File: config.mk
export PLATFORM = sky130hd
export DESIGN_NAME = mc_ctrl_fsm
export DESIGN_NICKNAME = d
export VERILOG_FILES = /design/src/rtl/mc_ctrl_fsm.sv
export SDC_FILE = /design/constraint.sdc
export NUM_CORES = 1
export LEC_CHECK = 0
export CAP_MARGIN = 10
export CORE_MARGIN = 10
export CORE_UTILIZATION = 48
export CTS_CLUSTER_SIZE = 16
export DETAILED_ROUTE_END_ITERATION = 12
export PLACE_DENSITY_LB_ADDON = 0.25
export SLEW_MARGIN = 20
export SYNTH_ARGS = -nofsm -noshare
export SYNTH_HDL_FRONTEND = slang
export SYNTH_SLANG_ARGS = --single-unit
export TNS_END_PERCENT = 1
File: constraint.sdc
create_clock -name clk_i -period 2.6 [get_ports clk_i]
set_clock_uncertainty 0.15 [all_clocks]
set_input_delay 0.52 -clock clk_i [delete_from_list [all_inputs] [get_ports clk_i]]
set_output_delay 0.52 -clock clk_i [all_outputs]
set_load 0.03 [all_outputs]
File: src/rtl/mc_ctrl_fsm.sv
// Multi-cycle CPU main controller: sequences memory, register file, ALU and PC per opcode.
// Optional performance counters (cyc_cnt_o, instr_cnt_o) are enabled by defining MC_CTRL_PERF_CNT_EN.
module mc_ctrl_fsm #(
    parameter int WAIT_LIMIT      = 16,
    parameter bit HALT_ON_ILLEGAL = 1'b1
) (
    input  logic        clk_i,
    input  logic        rst_n,
    input  logic [5:0]  opcode_i,
    input  logic        zero_i,
    input  logic        mem_ready_i,
    output logic        mem_req_o,
    output logic        iord_o,
    output logic        mem_read_o,
    output logic        mem_write_o,
    output logic        ir_write_o,
    output logic        pc_write_o,
    output logic [1:0]  pc_src_o,
    output logic        alu_src_a_o,
    output logic [1:0]  alu_src_b_o,
    output logic [1:0]  alu_op_o,
    output logic        reg_write_o,
    output logic [1:0]  reg_dst_o,
    output logic        mem_to_reg_o,
    output logic        halt_o,
`ifdef MC_CTRL_PERF_CNT_EN
    output logic        err_o,
    output logic [31:0] cyc_cnt_o,
    output logic [31:0] instr_cnt_o
`else
    output logic        err_o
`endif
);

    localparam int CNT_W = (WAIT_LIMIT > 0) ? $clog2(WAIT_LIMIT + 1) : 1;

    localparam logic [5:0] OP_RTYPE = 6'b000000;
    localparam logic [5:0] OP_ADDI  = 6'b001001;
    localparam logic [5:0] OP_LW    = 6'b101100;
    localparam logic [5:0] OP_SW    = 6'b100100;
    localparam logic [5:0] OP_BEQ   = 6'b000110;
    localparam logic [5:0] OP_BNE   = 6'b000101;

    typedef enum logic [3:0] {
        S_IDLE, S_FETCH, S_DECODE, S_EXEC, S_BRANCH, S_MEM_RD,
        S_MEM_WB, S_MEM_WR, S_R_WB, S_I_WB, S_HALT
    } state_t;

    state_t           r_state;
    state_t           w_next;
    logic [5:0]       r_opcode;
    logic [CNT_W-1:0] r_wait;
    logic             r_err;
    logic             w_mem_state;
    logic             w_timeout;

    assign w_mem_state = (r_state == S_FETCH) || (r_state == S_MEM_RD) || (r_state == S_MEM_WR);

    // The cycle whose increment would reach WAIT_LIMIT is the last allowed wait.
    assign w_timeout = (WAIT_LIMIT != 0) && w_mem_state && !mem_ready_i
                       && (r_wait == CNT_W'(WAIT_LIMIT - 1));

    // NOTE: sequential state uses non-blocking assignments so every register samples pre-edge values.
    always_ff @(posedge clk_i or negedge rst_n) begin
        if (!rst_n) begin
            r_state  <= S_IDLE;
            r_opcode <= '0;
            r_wait   <= '0;
            r_err    <= 1'b0;
        end else begin
            r_state <= w_next;
            if (r_state == S_DECODE) begin
                r_opcode <= opcode_i;
            end
            if (w_next != r_state) begin
                r_wait <= '0;
            end else if (w_mem_state && !mem_ready_i) begin
                r_wait <= r_wait + 1'b1;
            end
            if (w_timeout) begin
                r_err <= 1'b1;
            end
        end
    end

    // NOTE: every output and w_next gets a default first so no path through the case infers a latch.
    always_comb begin
        w_next       = r_state;
        mem_req_o    = 1'b0;
        iord_o       = 1'b0;
        mem_read_o   = 1'b0;
        mem_write_o  = 1'b0;
        ir_write_o   = 1'b0;
        pc_write_o   = 1'b0;
        pc_src_o     = 2'b00;
        alu_src_a_o  = 1'b0;
        alu_src_b_o  = 2'b00;
        alu_op_o     = 2'b00;
        reg_write_o  = 1'b0;
        reg_dst_o    = 2'b00;
        mem_to_reg_o = 1'b0;
        halt_o       = 1'b0;

        case (r_state)
            S_IDLE: w_next = S_FETCH;
            S_FETCH: begin
                mem_req_o   = 1'b1;
                mem_read_o  = 1'b1;
                alu_src_b_o = 2'b01;
                ir_write_o  = mem_ready_i;
                pc_write_o  = mem_ready_i;
                if (mem_ready_i)    w_next = S_DECODE;
                else if (w_timeout) w_next = S_HALT;
            end
            S_DECODE: begin
                alu_src_b_o = 2'b11;
                case (opcode_i)
                    OP_RTYPE, OP_ADDI, OP_LW, OP_SW: w_next = S_EXEC;
                    OP_BEQ, OP_BNE:                  w_next = S_BRANCH;
                    default: w_next = HALT_ON_ILLEGAL ? S_HALT : S_FETCH;
                endcase
            end
            S_EXEC: begin
                alu_src_a_o = 1'b1;
                alu_src_b_o = 2'b10;
                case (r_opcode)
                    OP_RTYPE: begin
                        alu_src_b_o = 2'b00;
                        alu_op_o    = 2'b10;
                        w_next      = S_R_WB;
                    end
                    OP_ADDI: w_next = S_I_WB;
                    OP_LW:   w_next = S_MEM_RD;
                    OP_SW:   w_next = S_MEM_WR;
                    default: w_next = S_FETCH;
                endcase
            end
            S_BRANCH: begin
                alu_src_a_o = 1'b1;
                alu_op_o    = 2'b01;
                pc_src_o    = 2'b01;
                pc_write_o  = ((r_opcode == OP_BEQ) && zero_i) || ((r_opcode == OP_BNE) && !zero_i);
                w_next      = S_FETCH;
            end
            S_MEM_RD: begin
                mem_req_o  = 1'b1;
                mem_read_o = 1'b1;
                iord_o     = 1'b1;
                if (mem_ready_i)    w_next = S_MEM_WB;
                else if (w_timeout) w_next = S_HALT;
            end
            S_MEM_WB: begin
                reg_write_o  = 1'b1;
                mem_to_reg_o = 1'b1;
                w_next       = S_FETCH;
            end
            S_MEM_WR: begin
                mem_req_o   = 1'b1;
                mem_write_o = 1'b1;
                iord_o      = 1'b1;
                if (mem_ready_i)    w_next = S_FETCH;
                else if (w_timeout) w_next = S_HALT;
            end
            S_R_WB: begin
                reg_write_o = 1'b1;
                reg_dst_o   = 2'b01;
                w_next      = S_FETCH;
            end
            S_I_WB: begin
                reg_write_o = 1'b1;
                w_next      = S_FETCH;
            end
            S_HALT:  halt_o = 1'b1;
            default: w_next = S_IDLE;
        endcase
    end

    assign err_o = r_err;

`ifdef MC_CTRL_PERF_CNT_EN
    logic [31:0] r_cyc_cnt;
    logic [31:0] r_instr_cnt;

    // An instruction retires whenever FETCH is re-entered from any working state.
    always_ff @(posedge clk_i or negedge rst_n) begin
        if (!rst_n) begin
            r_cyc_cnt   <= '0;
            r_instr_cnt <= '0;
        end else begin
            if ((r_state != S_IDLE) && (r_state != S_HALT)) begin
                r_cyc_cnt <= r_cyc_cnt + 32'd1;
            end
            if ((w_next == S_FETCH) && (r_state != S_FETCH) && (r_state != S_IDLE)) begin
                r_instr_cnt <= r_instr_cnt + 32'd1;
            end
        end
    end

    assign cyc_cnt_o   = r_cyc_cnt;
    assign instr_cnt_o = r_instr_cnt;
`endif

endmodule

==> flow_summary.ini, run 1 <==
[outcome]
status = finished with violations
violations = setup timing

[floorplan]
die_area_sq_um = 4760
die_y_microns = 69.0
coreArea_sq_um = 2250
initial_core_util = 0.511
rows = 17
fp.dieW_microns = 69.0
pin_count = 29

[synthesis]
synth_edf_count = 0
synth_xor_xnor_area_share = 0.0533
synthArstFlopShare = 1.00
synth-seq-cells = 16
yosys.cell_types.count = 44
yosysSeqAreaShare = 0.348
synthAdderAreaFrac = 0.0217
synth_top_family_by_area = simple AND/OR/NAND/NOR gates
yosys.area_share.simple = 0.328
muxShareOfSynthArea = 0.0576
syn_avg_cell_area_sq_um = 9.14
synth-compound-area-share = 0.137
yosysWarnings = 0
netlist_area_sq_um = 1150
synth_cells = 126
ys.flop_type = dfrtp_1

[cells_and_area]
layout_common_cells = 16 x clkdlybuf4s50_1, 16 x buf_4, 14 x dfrtp_1
nNetsFinal = 174
area_growth_pct = 34.7
drive_above_1_share = 0.267
multi_input_area_sq_um = 718
post-route-util = 0.688
diodes = 0
instances_no_fill = 189
seqCellArea_sq_um = 403
nFillCells = 187

[routing]
firstDrtPassIters = 4
vias = 1065
avgRoutedWirePerCell_microns = 14.9
antenna_left = 0
drt-total-wl_microns = 2810
drtIter0Drc = 97
remaining_drc_errors = 0
post_drt_via_cell_ratio = 5.63

[sta]
period_needed_ns = 2.61
fin_ws_ns = -0.0113
slew_violations = 0
rsz0062_at_grt = true
finalHoldViolCount = 0
worstMarginPinSlew_ns = 0.720
setup_violations = 1
slew_headroom = 0.519
fmax_mhz = 383
finalCritPeriodShare = 1.00

[cts]
clk_pin_slew_worst_paths_ns = 0.10
numCtsBuffers = 3
cts_tree = built
clkLatencyLatePin_ns = 0.30
clockBufferDepth = 2
post_cts_buffers = 0
ctsHoldBuffers = 0
cts-root-buf = clkbuf_4
h-tree-depth = 1
clock_sinks = 16

[setup_path]
worstPathMaxFanout = 5
worstSetupStartpoint = r_opcode[1]
end_kind = output pin
reg2reg_depth = 6
crit_path_start_kind = register
timing.rr.start = r_state[3]
timing.rr.end = r_wait[4]
cp_data_required_time_ns = 1.93
arrival_ns = 1.94
cp-endpoint = alu_op_o[1]
r2r_slack_ns = 0.16
crit_type = reg2out

[grt]
grt_overflow_total = 0
grt_max_degree = 17
grt_usage = 0.130
grt_pass1_vias = 1057
grt_pass1_wl_microns = 4820
antenna_found_initial = 0

[placed_design]
dpl.hpwl_microns = 2280
dp.cells = 185
portBuffers = 26
gp_congestion = 0.865

[job]
drv_cap = 0

[hold_path]
hold_path_class = reg2reg
hold_path.startpoint = err_o

[pwr]
p_per_area_nw_per_um2 = 1090
leakage_uw = 0.000678
peakVddDrop_uv = 757
[stage by stage]
step | setup WS [ns] | instance area [sq um] | TNS, ns | total power [uW] | hold WS, ns
final | -0.0113 | 1550 | -0.0113 | 1690 | 0.345
after global routing | -0.0766 | 1550 | -0.308 | 1810 | 0.378
after CTS | -0.0151 | 1540 | -0.0151 | 1690 | 0.340
after detailed placement | -0.289 | 1500 | -1.42 | 1520 | 0.314
after global placement | -0.238 | 1500 | -1.18 | 1490 | 0.304
after floorplan | 0.0784 | 1170 | 0 | 1170 | 0.0744
[logic make-up (layout without fill, tap and decap cells)]
| group | after synthesis | in the layout |
|---|---|---|
| buffers and inverters | 12 | 46 |
| AOI/OAI and AO/OA | 20 | 20 |
| other | 1 | 2 |
| and+or+nand+nor | 62 | 62 |
| adders and majority gates | 2 | 2 |
| xor gates and xnor gates | 7 | 7 |
| DFF | 16 | 16 |
| muxes | 6 | 6 |
[routing by layer]
| metal | vias to the layer above | part of all wire | GRT usage |
|---|---|---|---|
| met3 | 5 | 0.071 | 0.0274 |
| met2 | 29 | 0.48 | 0.219 |
| met4 | 0 | 0.018 | 0.0591 |
| met5 | - | 0 | 0 |
| met1 | 502 | 0.43 | 0.154 |
| li1 | 529 | - | - |
[power breakdown]
| part | switching (uW) | internal, uW |
|---|---|---|
| Combinational | 572 | 484 |
| Clock | 88.1 | 85.5 |
| Sequential | 126 | 335 |
| Total | 786 | 904 |
[state kept, by name, indices dropped and copies added, names as in the netlist]
signal / count
err_o: 1
r_opcode: 6
r_state: 4
r_wait: 5
[synthesized netlist by cell type (2+ instances only)]
| master | instances | area, sq um |
|---|---|---|
| nor4b_2 | 2 | 30.0 |
| nor3b_1 | 2 | 15.0 |
| nand3b_1 | 2 | 15.0 |
| nor2b_1 | 2 | 12.5 |
| a22oi_1 | 3 | 22.5 |
| dfrtp_1 | 16 | 400 |
| xnor2_1 | 5 | 43.8 |
| nor2_1 | 9 | 33.8 |
| a21oi_1 | 4 | 20.0 |
| o21a_1 | 2 | 15.0 |
| o21ai_0 | 2 | 10.0 |
| nand2_1 | 9 | 33.8 |
| mux2_2 | 5 | 56.3 |
| buf_4 | 3 | 22.5 |
| or2_2 | 2 | 12.5 |
| nand2b_1 | 7 | 43.8 |
| xor2_1 | 2 | 17.5 |
| nor4_1 | 4 | 25.0 |
| o22ai_1 | 2 | 12.5 |
| clkbuf_1 | 3 | 11.3 |
| inv_1 | 4 | 15.0 |
| buf_2 | 2 | 10.0 |
| o221ai_1 | 2 | 17.5 |
| ha_1 | 2 | 25.0 |
| nor3_1 | 11 | 55.1 |
[timing repair]
action	4_1_cts	5_1_grt
resized for setup	8	3
endpoints found under the setup margin	10	8
pin swaps	1	1
[critical path, stage by stage (launching register included)]
cell and delay, ns:
dfrtp_1 0.43, or4_4 0.56, or3_1 0.36, nor2_2 0.15
buf_6 0.15
[area by class of cell]
type / count / share of cell area
multi-input combinational: 99 / 0.463
tap: 28 / 0.0226
timing repair buffer: 38 / 0.221
clock buffer: 4 / 0.0234
inverter: 4 / 0.00969
sequential: 16 / 0.260
[worst min path at each step]
stage / endpoint / slack (ns) / cells after the start
global placement: err_o / 0.30 / 1
global route: err_o / 0.38 / 1
floorplan: err_o / 0.07 / 0
detailed placement: err_o / 0.31 / 1
finish: err_o / 0.34 / 1
CTS: err_o / 0.34 / 1
Note: power is estimated with default switching activity, not from simulation.
==> run 2: changes to the inputs <==
--- a/config.mk
+++ b/config.mk
@@ -10,6 +10,7 @@
 export CORE_UTILIZATION = 48
 export CTS_CLUSTER_SIZE = 16
 export DETAILED_ROUTE_END_ITERATION = 12
+export MAX_ROUTING_LAYER = met4
 export PLACE_DENSITY_LB_ADDON = 0.25
 export SLEW_MARGIN = 20
 export SYNTH_ARGS = -nofsm -noshare
==> run 2 against run 1 <==
  * The flow still finishes with violations (setup timing)
  * Combinational power about the same
  * Clock power about the same
  * Register-to-register slack is essentially flat
  * Cell count stayed put
==> flow_summary.ini, run 2 (synthesized netlist as in run 1, its figures left out) <==
[job]
drv_cap = 0

[sta]
tns_ns = -0.0113
finalHoldViolCount = 0
worstMarginPinSlew_ns = 0.720
period_needed_ns = 2.61
whs_ns = 0.343
fin_ws_ns = -0.0113
slew_violations = 0
finalCritPeriodShare = 1.00
fmax_mhz = 383
rsz0062_at_grt = true
slew_headroom = 0.519
setup_violations = 1

[floorplan]
fp.dieW_microns = 69.0
coreArea_sq_um = 2250
rows = 17
die_area_sq_um = 4760
die_y_microns = 69.0
initial_core_util = 0.511
pin_count = 29

[cts]
clockBufferDepth = 2
clkLatencyLatePin_ns = 0.30
h-tree-depth = 1
clock_sinks = 16
cts_tree = built
ctsHoldBuffers = 0
numCtsBuffers = 3
cts-root-buf = clkbuf_4
clk_pin_slew_worst_paths_ns = 0.10
post_cts_buffers = 0

[cells_and_area]
diodes = 0
nNetsFinal = 174
top_register = r_opcode
largest_reg_flops = 6
drive_above_1_share = 0.267
area_growth_pct = 34.7
post-route-util = 0.688
layout_common_cells = 16 x clkdlybuf4s50_1, 16 x buf_4, 14 x dfrtp_1
reg.largest.list = r_opcode x6, r_wait x5, r_state x4

[routing]
drt-total-wl_microns = 2820
remaining_drc_errors = 0
antenna_left = 0
drtIter0Drc = 97
vias = 1065
avgRoutedWirePerCell_microns = 14.9
post_drt_via_cell_ratio = 5.63
firstDrtPassIters = 4

[setup_path]
cp-endpoint = alu_op_o[1]
r2r_slack_ns = 0.16
timing.rr.end = r_wait[4]
arrival_ns = 1.94
reg2reg_depth = 6
cp_data_required_time_ns = 1.93
worstPathMaxFanout = 5
crit_type = reg2out
crit_path_start_kind = register
worstSetupStartpoint = r_opcode[1]
end_kind = output pin
timing.rr.start = r_state[3]

[hold_path]
hold_path_class = reg2reg

[outcome]
status = finished with violations
violations = setup timing

[grt]
grt_pass1_wl_microns = 4810
grt_max_degree = 17
antenna_found_initial = 0
grt_usage = 0.134
grt_pass1_vias = 1057
grt_overflow_total = 0

[placed_design]
dpl.hpwl_microns = 2280
gp_congestion = 0.879
portBuffers = 26

[pwr]
leakage_uw = 0.000678
peakVddDrop_uv = 758
p_per_area_nw_per_um2 = 1090
fin_total_pwr_uw = 1690
## run 2: cell counts in the layout (fill, tap and decap cells not counted)
Identical to the previous run, type by type.
## run 2: timing repair
action / in CTS / in global routing
pin swaps: 1 / 1
resized for setup: 8 / 3
gates cloned: 0 / 0
hold endpoints to repair: 0 / 0
setup endpoints to repair: 10 / 8
## run 2: where the power goes
part | switching (uW) | internal, uW | leakage [uW]
registers | 126 | 335 | 0.000203
clock network | 87.7 | 85.5 | 0.0000210
logic | 572 | 484 | 0.000454
total | 786 | 904 | 0.000678
## run 2: worst max-delay path, stage by stage (launching register included)
cell     delay (ns)
dfrtp_1        0.43
or4_4          0.56
or3_1          0.36
nor2_2         0.15
buf_6          0.15
## run 2: cell type report
type | count | area (sq um)
Multi-Input combinational cell | 99 | 718
Inverter | 4 | 15.0
Sequential cell | 16 | 403
Tap cell | 28 | 35.0
Clock buffer | 4 | 36.3
Fill cell | 187 | 704
Timing Repair Buffer | 38 | 343
## run 2: metal layers
metal | global-route usage | share of wire
met5 | - | 0
met4 | 0.0591 | 0.018
met3 | 0.0209 | 0.065
met2 | 0.219 | 0.48
met1 | 0.158 | 0.44
## run 2: how the worst min path moves through the flow
| stage | depth (start not counted) | from | to | slack, ns |
|---|---|---|---|---|
| 2_1_floorplan | 0 | rst_n | err_o | 0.07 |
| 3_3_place_gp | 1 | err_o | err_o | 0.30 |
| 3_5_place_dp | 1 | err_o | err_o | 0.31 |
| 4_1_cts | 1 | err_o | err_o | 0.34 |
| 5_1_grt | 1 | err_o | err_o | 0.38 |
| 6_report | 1 | err_o | err_o | 0.34 |
## run 2: through the flow
step                      setup WS, ns  area (sq um)  cells
after global routing           -0.0766          1550    189
after floorplan                 0.0784          1170    127
after detailed placement        -0.289          1500    185
final                          -0.0113          1550    189
after CTS                      -0.0151          1540    189
after global placement          -0.238          1500    185
